File: config.mk
export PLATFORM = sky130hd
export DESIGN_NAME = arp_match_prio_enc
export DESIGN_NICKNAME = d
export VERILOG_FILES = /design/src/rtl/arp_pkg.sv /design/src/rtl/arp_match_prio_enc.sv
export SDC_FILE = /design/constraint.sdc
export NUM_CORES = 1
export LEC_CHECK = 0
export BUFFER_PORTS_ARGS = -buffer_cell sky130_fd_sc_hd__buf_2
export CAP_MARGIN = 20
export CORE_AREA = 2 2 430 432
export DETAILED_ROUTE_END_ITERATION = 10
export DIE_AREA = 0 0 432 434
export GPL_ROUTABILITY_DRIVEN = 1
export PLACE_DENSITY = 0.34
export RECOVER_POWER = 100
export SLEW_MARGIN = 5
export SYNTH_ARGS = -nofsm -noshare
export SYNTH_HDL_FRONTEND = slang
export SYNTH_SLANG_ARGS = --single-unit
export TNS_END_PERCENT = 20
File: constraint.sdc
create_clock -name vclk -period 6.7
set_input_delay 0.335 -clock vclk [all_inputs]
set_output_delay 0.335 -clock vclk [all_outputs]
set_load 0.01 [all_outputs]
File: src/rtl/arp_pkg.sv
// Shared widths, table entry layout and state encodings for the ARP table arbiter.
package arp_pkg;

    localparam int NUM_ENTRIES = 32;
    localparam int IDX_WIDTH   = 5;
    localparam int IP_WIDTH    = 32;
    localparam int MAC_WIDTH   = 48;
    localparam int OQ_WIDTH    = 8;
    localparam int ENTRY_WIDTH = 1 + IP_WIDTH + MAC_WIDTH;
    localparam int AGE_WIDTH   = 8;

    localparam int DEF_AGE_TICK_CYCLES = 100000000;
    localparam int DEF_AGE_MAX         = 255;

    typedef struct packed {
        logic                 vld;
        logic [IP_WIDTH-1:0]  ip;
        logic [MAC_WIDTH-1:0] mac;
    } arp_entry_t;

    typedef enum logic [1:0] {
        IDLE,
        MATCH,
        RESP
    } arp_state_e;

    typedef enum logic {
        GNT_LKUP,
        GNT_MGMT
    } arp_grant_e;

endpackage

File: src/rtl/arp_match_prio_enc.sv
// Parallel compare of the lookup IP against every table entry; the lowest matching index wins.
module arp_match_prio_enc
    import arp_pkg::*;
(
    input  logic [NUM_ENTRIES-1:0] tab_vld,
    input  logic [IP_WIDTH-1:0]    tab_ip [NUM_ENTRIES],
    input  logic [IP_WIDTH-1:0]    ip,
    output logic                   hit,
    output logic [IDX_WIDTH-1:0]   index
);

    always_comb begin
        // NOTE: every output of a combinational block gets a default first; a path that leaves one unassigned infers a latch.
        hit   = 1'b0;
        index = '0;
        // Scanning downwards lets the lowest matching index overwrite any higher one.
        for (int i = NUM_ENTRIES - 1; i >= 0; i--) begin
            if (tab_vld[i] && (tab_ip[i] == ip)) begin
                hit   = 1'b1;
                index = IDX_WIDTH'(i);
            end
        end
    end

endmodule

==> reports/results.ini <==
[hold_path]
hold_path_class=input port to primary output

[timing]
rsz0062_at_grt=false
finalMaxSlewViolations=0
timing_hold_violations_final=0
hold_slack_ps=1600
finalSetupViolCount=0
period_minus_slack_ps=5810
relSlewSlack_pct=9.42
finalSetupTns_ps=0
fin_crit_sh_pct=86.7
worst_slew_pin_slew_ps=1360
max_freq_mhz=172

[grt]
antenna_found_initial=70
grt_overflow=0
grt_pass1_wl_um=203000
track_usage_pct=17.0
grt_max_degree=28
grt_pass1_vias=17800

[route]
avgViaCountPerCell=3.45
wire_per_inst_um=33.4
met1_length_um=68400
via_count=17400
drcViolationCount=0
routed_wl_um=169000
first_pass_iters=5
drt_iter0_markers=1634
top_layer_used=met5
routed-wl-met2_um=84500
wl_met3_um=11600
ant_nets=0

[cts]
cts-resized-gates=0
cts_hold_buf=0
cts_setup_buffers=0

[yosys]
synth_top_area_share_pct=62.5
synthTopCellsByCount=xnor2_1 (892), nand4_1 (215), xor2_1 (122)
synth.avg_cell_area_um2=7.84
synth_top_area_cell=xnor2_1
synthTopCellsByArea=xnor2_1 (63%), nand4_1 (11%), xor2_1 (8.6%)
synth_area_um2=12500
syn-num-nets=2681
synth_most_common_cell=xnor2_1
synthDistinctLibCells=43
ys.warnings.count=0
yosysSeqAreaShare_pct=0
synthCells=1593

[pwr]
power_density_nw_per_um2=75.4
finalPower_w=0.00158
peakVddDrop_v=0.0000788
p_leak_nw=7.73

[die]
die-area_um2=187000
ios=1094
rows=157
core-area_um2=182000
die_w_um=432
start_util_pct=6.85
die_h_um=434

[setup_path]
cp_max_fo=17
arrival_ps=5480
critPathRequiredTime_ps=6360
criticalPathCategory=input port to primary output
critPathCaptureType=primary output
start_kind=input port

[cells_and_area]
nets=3723
clkbuf_count=0
stdcell_count=5050
seq_cells=0
finalInstanceArea_um2=21000
synthToLayoutAreaGrowth_pct=67.7
nFillCells=21400
regArea_um2=0
drive_gt1_share_pct=45.1

[flow_run]
cap_violations=0

[place]
dp.cells=5018
placement.io_buffers=1094
postPlaceCellArea_um2=20900
routabilityCongestion=1.01
dp_hpwl_um=143000

[outcome]
status=finished, final reports clean

## path summary, 6_finish.rpt
check                 startpoint        to  slack [ps]  cells past startpoint
worst max-delay path       ip[1]  index[0]         890                     13
worst min-delay path  tab_vld[0]  index[1]        1600                      5
## report_power, final
part           switching [W]       total [W]     internal, W
combinational       0.000912         0.00158        0.000668
clock                      0  0.000000000546  0.000000000546
sequential                 0               0               0
## critical path, cell delays in order
cell and delay [ps]:
clkbuf_2 950, buf_4 510, xnor2_1 160, nand4_1 190, nor4_1 630, nand4_1 530
or4_1 830, o21ai_1 210, a221o_1 160, a31oi_1 60, o41ai_1 380, clkbuf_1 300
buf_2 190
## through the flow
stage / worst slack (ps) / util [%]
after CTS: 1260 / 11.4
after detailed placement: 1270 / 11.4
final: 889 / 11.5
after global routing: 715 / 11.4
after floorplan: 3780 / -
after global placement: 382 / 11.4
## cell families (layout without fill, tap and decap cells)
group	Yosys count	in the layout	share of synthesized area, %
AOI/OAI and AO/OA	31	31	1.85
xor gates and xnor gates	1017	1017	71.5
buffers and inverters	140	1180	7.16
and+or+nand+nor	405	405	19.5
other	0	32	0
## per-layer routing
metal | vias to the layer above | global-route usage (%)
met5 | - | 0
met2 | 1085 | 30.2
li1 | 7497 | -
met1 | 8601 | 21.5
met4 | 32 | 3.38
met3 | 222 | 2.56
## cell type report
type,instances,area (µm²),share of cell area (%)
multi-input cells,1453,11700,55.7
inverters,12,45.0,0.215
repair buffers,1168,6180,29.5
diodes,32,80.1,0.382
well taps,2385,2980,14.2
## cells in the final DEF (no fill, tap or decap), types with 4 or more instances in the layout
cell type / synthesis / final
buf_2: 82 / 1061
xnor2_1: 892 / 892
nand4_1: 215 / 215
xor2_1: 122 / 122
buf_4: 11 / 98
nor4_1: 65 / 54
nand3_1: 48 / 48
diode_2: 0 / 32
and3_1: 16 / 16
nor3_1: 16 / 16
or4_1: 15 / 15
nand2_1: 14 / 14
nor4_2: 0 / 11
inv_1: 10 / 10
buf_12: 0 / 6
nand2b_1: 4 / 4
nor2_1: 4 / 4
o21ai_0: 4 / 4
o21ai_1: 4 / 4
Note: power is estimated with default switching activity, not from simulation.
